`src/rtl/match_lock_fsm.sv`:
```
// match_lock_fsm: tracks the comparator match bit on valid strobes, declares
// lock after LOCK_CNT consecutive matches and drops it after UNLOCK_CNT
// consecutive mismatches. Also keeps saturating match/mismatch statistics.
module match_lock_fsm #(
    parameter int unsigned LOCK_CNT   = 4,
    parameter int unsigned UNLOCK_CNT = 2,
    parameter int unsigned CNT_W      = 8
) (
    input  logic             clk,
    input  logic             rst_n,
    input  logic             clear,
    input  logic             in_valid,
    input  logic             eq_in,
    output logic             locked,
    output logic             lock_pulse,
    output logic             unlock_pulse,
    output logic [CNT_W-1:0] run_len,
    output logic [CNT_W-1:0] match_total,
    output logic [CNT_W-1:0] mismatch_total,
    output logic [1:0]       state
);

    typedef enum logic [1:0] {
        SEARCH  = 2'b00,
        ACQUIRE = 2'b01,
        LOCKED  = 2'b10,
        HOLD    = 2'b11
    } state_t;

    localparam logic [CNT_W-1:0] LOCK_V   = CNT_W'(LOCK_CNT);
    localparam logic [CNT_W-1:0] UNLOCK_V = CNT_W'(UNLOCK_CNT);
    localparam logic [CNT_W-1:0] ONE_V    = CNT_W'(1);

    state_t           r_state;
    logic             r_locked;
    logic             r_lock_pulse;
    logic             r_unlock_pulse;
    logic [CNT_W-1:0] r_run_len;
    logic [CNT_W-1:0] r_match_total;
    logic [CNT_W-1:0] r_mismatch_total;
    logic [CNT_W-1:0] r_miss;

    logic [CNT_W-1:0] w_run_inc;
    logic [CNT_W-1:0] w_miss_inc;
    logic             w_run_max;
    logic             w_miss_max;
    logic             w_mt_max;
    logic             w_mm_max;

    assign w_run_inc  = r_run_len + ONE_V;
    assign w_miss_inc = r_miss + ONE_V;
    assign w_run_max  = &r_run_len;
    assign w_miss_max = &r_miss;
    assign w_mt_max   = &r_match_total;
    assign w_mm_max   = &r_mismatch_total;

    // Lock tracking state machine, statistics and registered outputs
    always_ff @(posedge clk or negedge rst_n) begin
        if (!rst_n) begin
            r_state          <= SEARCH;
            r_locked         <= 1'b0;
            r_lock_pulse     <= 1'b0;
            r_unlock_pulse   <= 1'b0;
            r_run_len        <= '0;
            r_match_total    <= '0;
            r_mismatch_total <= '0;
            r_miss           <= '0;
        end else if (clear) begin
            r_state          <= SEARCH;
            r_locked         <= 1'b0;
            r_lock_pulse     <= 1'b0;
            r_unlock_pulse   <= 1'b0;
            r_run_len        <= '0;
            r_match_total    <= '0;
            r_mismatch_total <= '0;
            r_miss           <= '0;
        end else begin
            r_lock_pulse   <= 1'b0;
            r_unlock_pulse <= 1'b0;
            if (in_valid) begin
                if (eq_in) begin
                    if (!w_mt_max) r_match_total <= r_match_total + ONE_V;
                    r_miss <= '0;
                end else begin
                    if (!w_mm_max) r_mismatch_total <= r_mismatch_total + ONE_V;
                end

                case (r_state)
                    SEARCH: begin
                        if (eq_in) begin
                            r_run_len <= ONE_V;
                            if (LOCK_CNT == 1) begin
                                r_state      <= LOCKED;
                                r_locked     <= 1'b1;
                                r_lock_pulse <= 1'b1;
                            end else begin
                                r_state <= ACQUIRE;
                            end
                        end else begin
                            r_run_len <= '0;
                            if (!w_miss_max) r_miss <= w_miss_inc;
                        end
                    end
                    ACQUIRE: begin
                        if (eq_in) begin
                            r_run_len <= w_run_inc;
                            if (w_run_inc == LOCK_V) begin
                                r_state      <= LOCKED;
                                r_locked     <= 1'b1;
                                r_lock_pulse <= 1'b1;
                            end
                        end else begin
                            r_state   <= SEARCH;
                            r_run_len <= '0;
                            if (!w_miss_max) r_miss <= w_miss_inc;
                        end
                    end
                    LOCKED: begin
                        if (eq_in) begin
                            if (!w_run_max) r_run_len <= w_run_inc;
                        end else begin
                            r_run_len <= '0;
                            if (UNLOCK_CNT == 1) begin
                                r_state        <= SEARCH;
                                r_locked       <= 1'b0;
                                r_unlock_pulse <= 1'b1;
                                r_miss         <= '0;
                            end else begin
                                r_state <= HOLD;
                                r_miss  <= ONE_V;
                            end
                        end
                    end
                    HOLD: begin
                        if (eq_in) begin
                            r_state   <= LOCKED;
                            r_run_len <= ONE_V;
                        end else if (w_miss_inc == UNLOCK_V) begin
                            r_state        <= SEARCH;
                            r_locked       <= 1'b0;
                            r_unlock_pulse <= 1'b1;
                            r_miss         <= '0;
                        end else begin
                            r_miss <= w_miss_inc;
                        end
                    end
                    default: r_state <= SEARCH;
                endcase
            end
        end
    end

    assign locked         = r_locked;
    assign lock_pulse     = r_lock_pulse;
    assign unlock_pulse   = r_unlock_pulse;
    assign run_len        = r_run_len;
    assign match_total    = r_match_total;
    assign mismatch_total = r_mismatch_total;
    assign state          = r_state;

endmodule

```
`config.mk`:
```
export PLATFORM = sky130hd
export DESIGN_NAME = match_lock_fsm
export DESIGN_NICKNAME = d
export VERILOG_FILES = /design/src/rtl/match_lock_fsm.sv
export SDC_FILE = /design/constraint.sdc
export NUM_CORES = 1
export LEC_CHECK = 0
export CAP_MARGIN = 15
export CORE_MARGIN = 5
export CORE_UTILIZATION = 50
export CTS_CLUSTER_DIAMETER = 40
export DETAILED_ROUTE_END_ITERATION = 6
export PLACE_DENSITY = 0.74
export SKIP_LAST_GASP = 1
export SLEW_MARGIN = 20
export SYNTH_ARGS = -nofsm -noshare
export SYNTH_HDL_FRONTEND = slang
export SYNTH_SLANG_ARGS = --single-unit
```
`constraint.sdc`:
```
create_clock -name clk -period 3.27 [get_ports clk]
set_input_delay 0.654 -clock clk [delete_from_list [all_inputs] [get_ports clk]]
set_output_delay 0.654 -clock clk [all_outputs]
set_load 0.005 [all_outputs]
```
==> results.py <==
metrics = {
    "outcome": {
        "run_status": "finished clean",
    },
    "placed_design": {
        "io_buffers": 33,
        "numPlacedInstances": 337,
        "gp_congestion": 0.7649,
        "dpl-instance-area_mm2": 0.002725,
        "place.detailed.hpwl_um": 3703,
    },
    "clocking": {
        "cts_tree": "built",
        "clkTransAtPathRegs_ns": 0.08,
        "clock_sinks": 37,
        "worst_skew_pair.late_latency_ns": 0.30,
        "clockRootBuffer": "clkbuf_8",
        "cts_buffers": 5,
        "holdBufCountCts": 0,
        "postCtsSetupRepairBufs": 0,
        "h-tree-depth": 2,
        "post_cts.resized_instances": 0,
        "cts-root-to-sink-buffers": 2,
    },
    "floorplan": {
        "die_area_mm2": 0.006199,
        "initial_core_util_pct": 50.68,
        "placeableCoreArea_mm2": 0.004661,
        "floorplan.io_pins": 34,
        "die_height_um": 78.74,
        "num_rows": 25,
        "horizontal_die_dimension_um": 78.74,
    },
    "critical_path": {
        "r2r_slack_ns": 0.85,
        "critPathArrivalTime_ns": 2.61,
        "cell_by_cell_listing_of_the_critical_path": "ha_1 -> nor4b_1 -> nand4b_1 -> a21oi_2 -> mux2_2 -> or3b_1",
        "worstPathBufferInverterCount": 0,
        "reg2reg_from": "run_len[0]$_DFFE_PN0P_",
        "critical_path.slowest_cell": "dfrtp_1",
        "crit_type": "flip-flop to flip-flop",
        "worst-path-max-fanout": 6,
        "setup.worst_path.start_class": "flip-flop",
        "critical_path.reg2reg.endpoint": "state[0]$_DFFE_PN0P_",
        "critical_path_required_ns": 3.45,
        "crit_path_end_kind": "flip-flop",
        "crit_path_max_incr_delay_ns": 0.46,
        "cp_top_family": "simple AND/OR/NAND/NOR gates",
        "worst-r2r-cell-count": 6,
    },
    "pwr": {
        "internal-power_w": 0.0008562,
        "static-leakage-power_nw": 1.212,
        "p_sw_share_pct": 31.03,
        "part_of_the_power_in_registers_pct": 41.4,
        "clockPowerShare_pct": 32.9,
        "comb_power_share_pct": 25.7,
        "power_switching_w": 0.0003853,
        "peakVddDrop_mv": 0.4152,
        "power.density_cell_area_mw_per_mm2": 437.1,
    },
    "global_route": {
        "grt-ovfl-total": 0,
        "grt_antenna_before_repair": 0,
        "grt_first_pass_wirelength_um": 9390,
        "first_global_vias": 1964,
        "grt_util_all_layers_pct": 18.68,
        "pin_count_of_the_biggest_net_entering_global_routing": 38,
    },
    "sta": {
        "tightest_slew_ns": 0.8176,
        "timing.final.hold_violations": 0,
        "max_slew_margin_pct": 45.49,
        "slew_viol_final": 0,
        "grt_setup_unrepaired": "false",
        "period_minus_slack_ns": 2.424,
        "setup_total_negative_slack_ns": 0,
        "fin_worst_skew_ns": 0.01187,
        "fmax_mhz": 412.6,
        "report.final.setup_viol": 0,
        "layout_worst_path_cycle_share_pct": 74.12,
    },
    "routing": {
        "avgViaCountPerCell": 5.957,
        "totalWireLength_um": 5176,
        "vias": 2055,
        "number_of_routed_nets_with_antenna_violations": 0,
        "dr.first_iter.drc_count": 79,
        "drc": 0,
        "routed_wire_length_per_instance_um": 15.00,
        "drtPass1Iterations": 4,
    },
    "yosys": {
        "async_reset_ff_share_pct": 100.0,
        "synth.top_cells.by_count": "dfrtp_1 (37), nor2_1 (27), nand2_1 (23)",
        "ys_top_cells_by_area": "dfrtp_1 (39%), ha_1 (5.3%), nor2_1 (4.3%)",
        "postSynthAreaPerCell_um2": 9.156,
        "synth.cell_area_mm2": 0.002362,
        "post-synth-top-count-cell": "dfrtp_1",
        "yosysWarnings": 0,
        "synth_top_area_share_pct": 39.19,
        "netlist-cell-type-count": 58,
        "synthesis.instances": 258,
        "synth-edff-count": 0,
        "synth.largest_area_cell": "dfrtp_1",
        "postSynthNetCount": 273,
        "synth_seq_cells": 37,
        "dominant_synthesized_flop_cell": "dfrtp_1",
        "sequential_area_share_after_synthesis_pct": 39.19,
    },
    "final_layout": {
        "layoutNonFillerInstCount": 345,
        "final_layout_size_suffix_gt1_share_pct": 8.591,
        "layout.core_utilization_pct": 60.94,
        "area_growth_from_synthesis_to_final_layout_pct": 20.23,
        "num-fill-cells": 404,
        "design_area_mm2": 0.002840,
        "antenna_cells_inserted": 0,
        "num-nets-final": 305,
    },
    "run": {
        "maxCapViolCount": 0,
    },
    "worst_hold_path": {
        "min-delay-path-class": "input pin to asynchronous set/reset pin",
    },
}
[sequential cells by signal, indices dropped and copies added (netlist names)]
name            cells
lock_pulse          1
mismatch_total      8
unlock_pulse        1
match_total         8
run_len             8
locked              1
r_miss              8
state               2
[worst max-delay path by stage]
stage | startpoint | end | slack [ns] | cells after the start
6_report | run_len[0]$_DFFE_PN0P_ | state[0]$_DFFE_PN0P_ | 0.85 | 6
5_1_grt | run_len[0]$_DFFE_PN0P_ | state[0]$_DFFE_PN0P_ | 0.66 | 6
4_1_cts | in_valid | state[0]$_DFFE_PN0P_ | 0.87 | 5
3_5_place_dp | in_valid | state[0]$_DFFE_PN0P_ | 0.54 | 5
3_3_place_gp | in_valid | state[0]$_DFFE_PN0P_ | 0.59 | 5
2_1_floorplan | run_len[0]$_DFFE_PN0P_ | state[0]$_DFFE_PN0P_ | 1.16 | 6
[kinds of logic after synthesis]
| family | share of synthesized area, % |
|---|---|
| mux | 2.172 |
| buf+inv | 3.495 |
| xor+xnor | 5.191 |
| compound gates | 18.64 |
| fa+ha+maj | 5.297 |
| simple gates | 26.01 |
| flops | 39.19 |
[power by group through the flow]
| stage | clock (W) | sequential [W] | combinational (W) |
|---|---|---|---|
| finish | 0.000408 | 0.000514 | 0.000319 |
| detailed placement | 0 | 0.000524 | 0.000320 |
| global placement | 0 | 0.000521 | 0.000312 |
| floorplan | 0 | 0.000518 | 0.000209 |
| CTS | 0.000416 | 0.000514 | 0.000321 |
| global route | 0.000436 | 0.000520 | 0.000358 |
[cells in the final DEF, fill, tap and decap left out, types with 5 or more instances in the layout]
cell type / instances
xnor2_1: 7
a21oi_1: 8
nor3_1: 7
nor2_1: 27
o21ai_0: 11
nand3_1: 11
clkdlybuf4s50_1: 32
clkbuf_8: 5
inv_1: 6
nand2_1: 23
ha_1: 10
xor2_1: 7
a22o_1: 8
nand4_1: 10
dfrtp_1: 37
and3_1: 8
[area by class of cell]
cell class,instances,area (µm²),area share [%]
Clock buffer,5,68.82,2.423
Clock inverter,3,46.29,1.630
Inverter,6,22.52,0.7930
Multi-Input combinational cell,203,1354,47.67
Sequential cell,37,925.9,32.60
Tap cell,54,67.56,2.379
Timing Repair Buffer,37,355.3,12.51
[routing by layer]
| layer | GRT usage (%) | wire length, µm | up-vias |
|---|---|---|---|
| li1 | - | - | 1005 |
| met1 | 25.14 | 2472 | 1008 |
| met2 | 29.97 | 2453 | 35 |
| met3 | 3.288 | 169 | 7 |
| met4 | 7.168 | 81 | 0 |
| met5 | 0 | 0 | - |
[worst reg2reg max path, stage by stage, from the launching register on]
cell and delay, ns:
dfrtp_1 0.46, ha_1 0.24, nor4b_1 0.44, nand4b_1 0.23, a21oi_2 0.24, mux2_2 0.34
or3b_1 0.36
[through the flow]
stage	worst slack (ns)	hold slack, ns	power, W
after floorplan	1.161	0.3584	0.0007264
after global placement	0.5880	0.5514	0.0008331
after detailed placement	0.5395	0.5615	0.0008436
after CTS	0.8682	0.4785	0.001252
after global routing	0.6635	0.5242	0.001314
final	0.8463	0.4442	0.001241
No activity file was read; power rests on OpenSTA's default activity.
